<file path="src/rtl/alu_pipe_if.sv">
// Issue/result bus between the reservation station and the two-stage ALU.
// The RS drives the issue fields. The ALU drives the common-data-bus result fields.
interface alu_pipe_if #(
  parameter int ROB_W  = 4,
  parameter int TYPE_W = 4
);
  // Issue side (RS -> ALU)
  logic              alu_input;
  logic [TYPE_W-1:0] arith_type;
  logic [31:0]       alu_r1_val;
  logic [31:0]       alu_r2_val;
  logic [ROB_W-1:0]  inst_rob_id;

  // Result side (ALU -> CDB)
  logic              rs_fi;
  logic [31:0]       rs_value;
  logic [ROB_W-1:0]  rs_rob_id;

  // Reservation-station view: issues ops and snoops results.
  modport master (
    output alu_input, arith_type, alu_r1_val, alu_r2_val, inst_rob_id,
    input  rs_fi, rs_value, rs_rob_id
  );

  // ALU view: consumes ops and broadcasts results.
  modport slave (
    input  alu_input, arith_type, alu_r1_val, alu_r2_val, inst_rob_id,
    output rs_fi, rs_value, rs_rob_id
  );
endinterface

</file>
<file path="src/rtl/alu_pipe.sv">
// Two-stage RV32I integer execution unit.
// S1 captures the issued op. S2 evaluates it and registers the result onto the CDB.
// The unit has no backpressure. rdy_in low freezes both stages.
// rob_clear flushes anything in flight, including an op issued in the same cycle.
module alu_pipe #(
  parameter int ROB_W  = 4,
  parameter int TYPE_W = 4
) (
  input  logic         clk_in,
  input  logic         rst_in,
  input  logic         rdy_in,
  input  logic         rob_clear,
  alu_pipe_if.slave    bus
);

  localparam logic [TYPE_W-1:0] OP_ADD  = TYPE_W'(0);
  localparam logic [TYPE_W-1:0] OP_SUB  = TYPE_W'(1);
  localparam logic [TYPE_W-1:0] OP_AND  = TYPE_W'(2);
  localparam logic [TYPE_W-1:0] OP_OR   = TYPE_W'(3);
  localparam logic [TYPE_W-1:0] OP_XOR  = TYPE_W'(4);
  localparam logic [TYPE_W-1:0] OP_SLL  = TYPE_W'(5);
  localparam logic [TYPE_W-1:0] OP_SRL  = TYPE_W'(6);
  localparam logic [TYPE_W-1:0] OP_SRA  = TYPE_W'(7);
  localparam logic [TYPE_W-1:0] OP_SLT  = TYPE_W'(8);
  localparam logic [TYPE_W-1:0] OP_SLTU = TYPE_W'(9);
  localparam logic [TYPE_W-1:0] OP_BEQ  = TYPE_W'(10);
  localparam logic [TYPE_W-1:0] OP_BNE  = TYPE_W'(11);
  localparam logic [TYPE_W-1:0] OP_BLT  = TYPE_W'(12);
  localparam logic [TYPE_W-1:0] OP_BGE  = TYPE_W'(13);
  localparam logic [TYPE_W-1:0] OP_BLTU = TYPE_W'(14);
  localparam logic [TYPE_W-1:0] OP_BGEU = TYPE_W'(15);

  // Turns a single condition bit into the 0/1 word that compares and branches return.
  function automatic logic [31:0] flag_word(input logic cond);
    return {31'd0, cond};
  endfunction

  // Evaluates one op. Shifts use only the low five bits of b.
  function automatic logic [31:0] alu_result(
    input logic [TYPE_W-1:0] op,
    input logic [31:0]       a,
    input logic [31:0]       b
  );
    logic [4:0]  shamt;
    logic        lt_signed;
    logic        lt_unsigned;
    logic [31:0] res;
    shamt       = b[4:0];
    lt_signed   = ($signed(a) < $signed(b));
    lt_unsigned = (a < b);
    case (op)
      OP_ADD:  res = a + b;
      OP_SUB:  res = a - b;
      OP_AND:  res = a & b;
      OP_OR:   res = a | b;
      OP_XOR:  res = a ^ b;
      OP_SLL:  res = a << shamt;
      OP_SRL:  res = a >> shamt;
      OP_SRA:  res = $unsigned($signed(a) >>> shamt);
      OP_SLT:  res = flag_word(lt_signed);
      OP_SLTU: res = flag_word(lt_unsigned);
      OP_BEQ:  res = flag_word(a == b);
      OP_BNE:  res = flag_word(a != b);
      OP_BLT:  res = flag_word(lt_signed);
      OP_BGE:  res = flag_word(!lt_signed);
      OP_BLTU: res = flag_word(lt_unsigned);
      OP_BGEU: res = flag_word(!lt_unsigned);
      default: res = 32'd0;
    endcase
    return res;
  endfunction

  // Stage 1 registers
  logic              v1_r;
  logic [TYPE_W-1:0] type1_r;
  logic [31:0]       a1_r;
  logic [31:0]       b1_r;
  logic [ROB_W-1:0]  tag1_r;

  // Stage 2 (output) registers
  logic              fi_r;
  logic [31:0]       value_r;
  logic [ROB_W-1:0]  rob_id_r;

  // Combinational stage-2 result
  logic [31:0]       result_s;

  // Stage 1: capture the issued op. A flush kills the valid bit of the op issued this cycle.
  always_ff @(posedge clk_in or posedge rst_in) begin
    if (rst_in) begin
      v1_r    <= 1'b0;
      type1_r <= '0;
      a1_r    <= 32'd0;
      b1_r    <= 32'd0;
      tag1_r  <= '0;
    end else if (rdy_in) begin
      v1_r    <= bus.alu_input & ~rob_clear;
      type1_r <= bus.arith_type;
      a1_r    <= bus.alu_r1_val;
      b1_r    <= bus.alu_r2_val;
      tag1_r  <= bus.inst_rob_id;
    end
  end

  // Stage 2 evaluation of the op held in S1.
  always_comb begin
    result_s = 32'd0;
    if (v1_r) begin
      result_s = alu_result(type1_r, a1_r, b1_r);
    end else begin
      result_s = alu_result(type1_r, a1_r, b1_r);
    end
  end

  // Stage 2: register the result onto the CDB. A flush also kills the op currently in S1.
  always_ff @(posedge clk_in or posedge rst_in) begin
    if (rst_in) begin
      fi_r     <= 1'b0;
      value_r  <= 32'd0;
      rob_id_r <= '0;
    end else if (rdy_in) begin
      fi_r     <= v1_r & ~rob_clear;
      value_r  <= result_s;
      rob_id_r <= tag1_r;
    end
  end

  assign bus.rs_fi     = fi_r;
  assign bus.rs_value  = value_r;
  assign bus.rs_rob_id = rob_id_r;

endmodule

</file>
<file path="src/flat_wrapper.sv">
// flat-port wrapper written by rule: the top's interface ports become plain ports
module alu_pipe_flat 
#(
  parameter int ROB_W  = 4,
  parameter int TYPE_W = 4
)
  (clk_in, rst_in, rdy_in, rob_clear, bus_alu_input, bus_arith_type, bus_alu_r1_val, bus_alu_r2_val, bus_inst_rob_id, bus_rs_fi, bus_rs_value, bus_rs_rob_id);
  alu_pipe_if #(.ROB_W(ROB_W), .TYPE_W(TYPE_W)) bus_i ();
  input  logic clk_in;
  input  logic rst_in;
  input  logic rdy_in;
  input  logic rob_clear;
  input wire logic [$bits(bus_i.alu_input)-1:0] bus_alu_input;
  input wire logic [$bits(bus_i.arith_type)-1:0] bus_arith_type;
  input wire logic [$bits(bus_i.alu_r1_val)-1:0] bus_alu_r1_val;
  input wire logic [$bits(bus_i.alu_r2_val)-1:0] bus_alu_r2_val;
  input wire logic [$bits(bus_i.inst_rob_id)-1:0] bus_inst_rob_id;
  output wire logic [$bits(bus_i.rs_fi)-1:0] bus_rs_fi;
  output wire logic [$bits(bus_i.rs_value)-1:0] bus_rs_value;
  output wire logic [$bits(bus_i.rs_rob_id)-1:0] bus_rs_rob_id;
  assign bus_i.alu_input = bus_alu_input;
  assign bus_i.arith_type = bus_arith_type;
  assign bus_i.alu_r1_val = bus_alu_r1_val;
  assign bus_i.alu_r2_val = bus_alu_r2_val;
  assign bus_i.inst_rob_id = bus_inst_rob_id;
  assign bus_rs_fi = bus_i.rs_fi;
  assign bus_rs_value = bus_i.rs_value;
  assign bus_rs_rob_id = bus_i.rs_rob_id;
  alu_pipe #(.ROB_W(ROB_W), .TYPE_W(TYPE_W)) u_core (.clk_in(clk_in), .rst_in(rst_in), .rdy_in(rdy_in), .rob_clear(rob_clear), .bus(bus_i));
endmodule
</file>
<file path="config.mk">
export PLATFORM = sky130hd
export DESIGN_NAME = alu_pipe_flat
export DESIGN_NICKNAME = d
export VERILOG_FILES = /design/src/rtl/alu_pipe_if.sv /design/src/rtl/alu_pipe.sv /design/src/flat_wrapper.sv
export SDC_FILE = /design/constraint.sdc
export NUM_CORES = 1
export LEC_CHECK = 0
export BUFFER_PORTS_ARGS = -buffer_cell sky130_fd_sc_hd__buf_2
export CORE_UTILIZATION = 35
export CTS_BUF_LIST = sky130_fd_sc_hd__clkbuf_8
export CTS_CLUSTER_DIAMETER = 200
export DETAILED_ROUTE_END_ITERATION = 8
export GPL_TIMING_DRIVEN = 0
export PLACE_DENSITY_LB_ADDON = 0.15
export SETUP_SLACK_MARGIN = 0.3
export SLEW_MARGIN = 30
export SYNTH_ARGS = -nofsm -noshare
export SYNTH_HDL_FRONTEND = slang
export SYNTH_SLANG_ARGS = --single-unit
export TNS_END_PERCENT = 5
</file>
<file path="constraint.sdc">
create_clock -name clk_in -period 4.74 [get_ports clk_in]
set_clock_uncertainty 0.2 [all_clocks]
set_input_delay 0.237 -clock clk_in [delete_from_list [all_inputs] [get_ports clk_in]]
set_output_delay 0.237 -clock clk_in [all_outputs]
set_load 0.02 [all_outputs]
</file>
==> impl_results.md <==
- DP Area: 14,300 sq um
- Clock slew at reported path FFs: 0.12 ns
- Leak pwr: 0.00651 uW
- Most used DFF post-synth: dfrtp_1
- IO Pins: 114
- CTS tree: done
- Fillers: 3,847
- CTS Buffer Depth: 2
- Commonest non-fill, non-tap cells in the layout: nand2_1 (177), nor2_1 (171), o21ai_0 (156)
- Syn avg cell area: 7.85 sq um
- Initial antenna violation count: 2
- Area grow syn2layout: 17.8%
- Post-synth EDFFs: 0
- Final period utilization: 96.3%
- Seq/Total Area, Yosys: 21.0%
- Tightest Pin Transition: 1.13 ns
- Peak Freq: 219 MHz
- Port-buffer cells: 112
- Power Density: 292 nW/um^2
- GR Overflow Total: 0
- Hold Crit Class: input pin to asynchronous set/reset pin
- Status: completed
- Commonest non-fill, non-tap cell in the layout: nand2_1
- DR WL/cell: 31.4 um
- Root buf cell: clkbuf_8
- Detailed placement HPWL: 58,000 um
- Net count after synthesis: 1,842
- Flop and latch count out of synthesis: 110
- Storage element area: 2760 sq um
- Largest net degree at the start of global routing: 60
- Horiz. Die Dim: 195 um
- Netlist cell types: 89
- Crit. End Element: register
- Synthesized area: 13,100 sq um
- Layout cells sized above 1: 16.7%
- Tmin final: 4.57 ns
- Kind of critical path: register to register
- Unrepaired setup endpoints after global routing: true
- Hold Vio Cnt, Final: 0
- Setup_tns: 0 ns
- Total power: 4500 uW
- DR WL met2: 31,100 um
- Max Cap Violations: 0
- Worst Path Required: 4.88 ns
- Die Height: 195 um
- Ant diodes: 0
- Synthesis Warnings: 0
- First-pass GRT wire length: 105,000 um
- Met1 wire length: 31,000 um
- Clk sinks: 110
- CTS buffer count: 9
- Max-slew violations: 0
- Area of the multi-input gates: 9470 sq um
- Max-slew headroom: 24.5%
- Worst setup SP type: register
- Final #Nets: 2,042
- DRC errors left: 0
- Drt first pass iters: 6
- CP Max Fanout: 10
- Critical Path AT: 4.71 ns
- Vias in the first global route: 14,600
- Core area: 36,700 sq um
- Syn Inst Count: 1,666
- Placer Congestion: 1.02
- Met3 WL: 6190 um
- Top Metal Used: met5
- Initial core utilization: 35.6%
- Routed Antenna Nets: 0
- Max H-tree Level: 3
- Finished layout cell area: 15,400 sq um
- Synth async-reset ratio: 100%
- # rows: 70
- Final Setup Violations: 0
- Post-Route WL: 73,500 um
- Vias per std cell: 6.41
- Initial detailed-routing violation count: 1,820
- Die area: 38,100 sq um
- Routed vias: 15,000
- GRT Util Overall: 38.4%
- Max IR drop VDD: 0.162 mV
- Clk_lat worst skew: 0.46 ns
[synth_stat cells, types with 9 or more instances]
master	instances	share of area, %
nand2b_1	13	0.62
a211oi_1	15	0.86
clkbuf_1	76	2.2
o221ai_1	13	0.87
a22oi_1	9	0.52
o21ai_1	13	0.50
nor2_1	173	5.0
dfrtp_1	110	21
mux4_2	50	8.6
mux2i_1	54	4.1
buf_2	28	1.1
nor4_1	13	0.62
nand2_1	177	5.1
a221oi_1	28	1.9
buf_1	15	0.43
ha_1	97	9.3
xnor2_1	20	1.3
nor2b_1	11	0.53
o2111ai_1	11	0.74
a31oi_1	32	1.5
o21ai_0	156	6.0
a21o_1	13	0.75
a221o_1	14	1.1
nand3_1	27	1.0
inv_1	107	3.1
o31ai_1	14	0.80
a21oi_1	134	5.1
nor3_1	23	0.88
o211ai_1	23	1.3
mux2_2	27	2.3
or3_1	14	0.67
[power breakdown]
part	internal [uW]	switching [uW]	total, uW
combinational	904	1750	2660
clock	214	401	614
sequential	1060	173	1230
total	2170	2330	4500
[area by class of cell]
class / count / area share [%]
clock inverter: 6 / 0.341
timing repair buffer: 189 / 8.74
sequential: 110 / 17.9
inverter: 113 / 2.86
multi-input combinational: 1311 / 61.5
buffer: 132 / 4.02
clock buffer: 10 / 0.893
tap: 468 / 3.80
[path summary, 6_finish.rpt]
path,startpoint,end,slack [ns],cells after the start
max,u_core.type1_r[0],u_core.bus.rs_value[15],0.17,10
min,rst_in,u_core.type1_r[3],0.13,3
max reg2reg,u_core.type1_r[0],u_core.bus.rs_value[15],0.17,10
min reg2reg,u_core.bus.rs_value[20],u_core.bus.rs_value[20],0.30,1
max in group asynchronous,rst_in,u_core.a1_r[23],3.53,4
min in group clk_in,u_core.bus.rs_value[20],u_core.bus.rs_value[20],0.30,1
[through the flow]
step	setup WS (ns)	utilization [%]	hold WS, ns	instances
final	0.173	42.0	0.131	2339
after global routing	0.170	42.0	0.162	2339
after CTS	0.207	41.7	0.133	2338
after detailed placement	-1.21	38.9	0.0810	2247
after global placement	-1.35	38.8	0.226	2246
after floorplan	0.704	-	0.126	1666
[metal layers]
| layer | GRT usage [%] | vias up |
|---|---|---|
| met5 | 1.40 | - |
| met4 | 23.3 | 2 |
| met3 | 8.45 | 207 |
| met2 | 57.1 | 870 |
| met1 | 50.7 | 7407 |
| li1 | - | 6501 |
[timing repair]
item,4_1_cts,5_1_grt
hold endpoints to repair,172,0
pin swaps,1,3
setup endpoints to repair,26,20
hold buffers,75,0
buffers inserted,0,1
cloned,0,0
gates resized for setup,25,20
[state kept, by name, summed over array words and instances, names as in the netlist]
| register | cells |
|---|---|
| u_core.v1_r | 1 |
| u_core.bus.rs_fi | 1 |
| u_core.bus.rs_value | 32 |
| u_core.b1_r | 32 |
| u_core.a1_r | 32 |
| u_core.bus.rs_rob_id | 4 |
| u_core.tag1_r | 4 |
| u_core.type1_r | 4 |
[critical path: stages (launching register included)]
cell,delay [ns]
dfrtp_1,0.34
clkbuf_1,0.41
clkbuf_1,0.61
buf_1,0.68
buf_1,0.91
a21oi_1,0.18
a221o_1,0.40
a21oi_1,0.22
o221ai_1,0.15
a21oi_1,0.30
nor2_1,0.07
[kinds of logic (layout without fill, tap and decap cells)]
kind of cell	count (synthesis)	in the layout	synth area share (%)
AOI/OAI and AO/OA	561	561	28.0
and+or+nand+nor	498	498	17.0
buffers and inverters	245	450	7.82
muxes	131	131	15.1
DFF	110	110	21.0
adders and majority gates	99	99	9.58
xor gates and xnor gates	22	22	1.47
(Power assumes the default switching activity.)
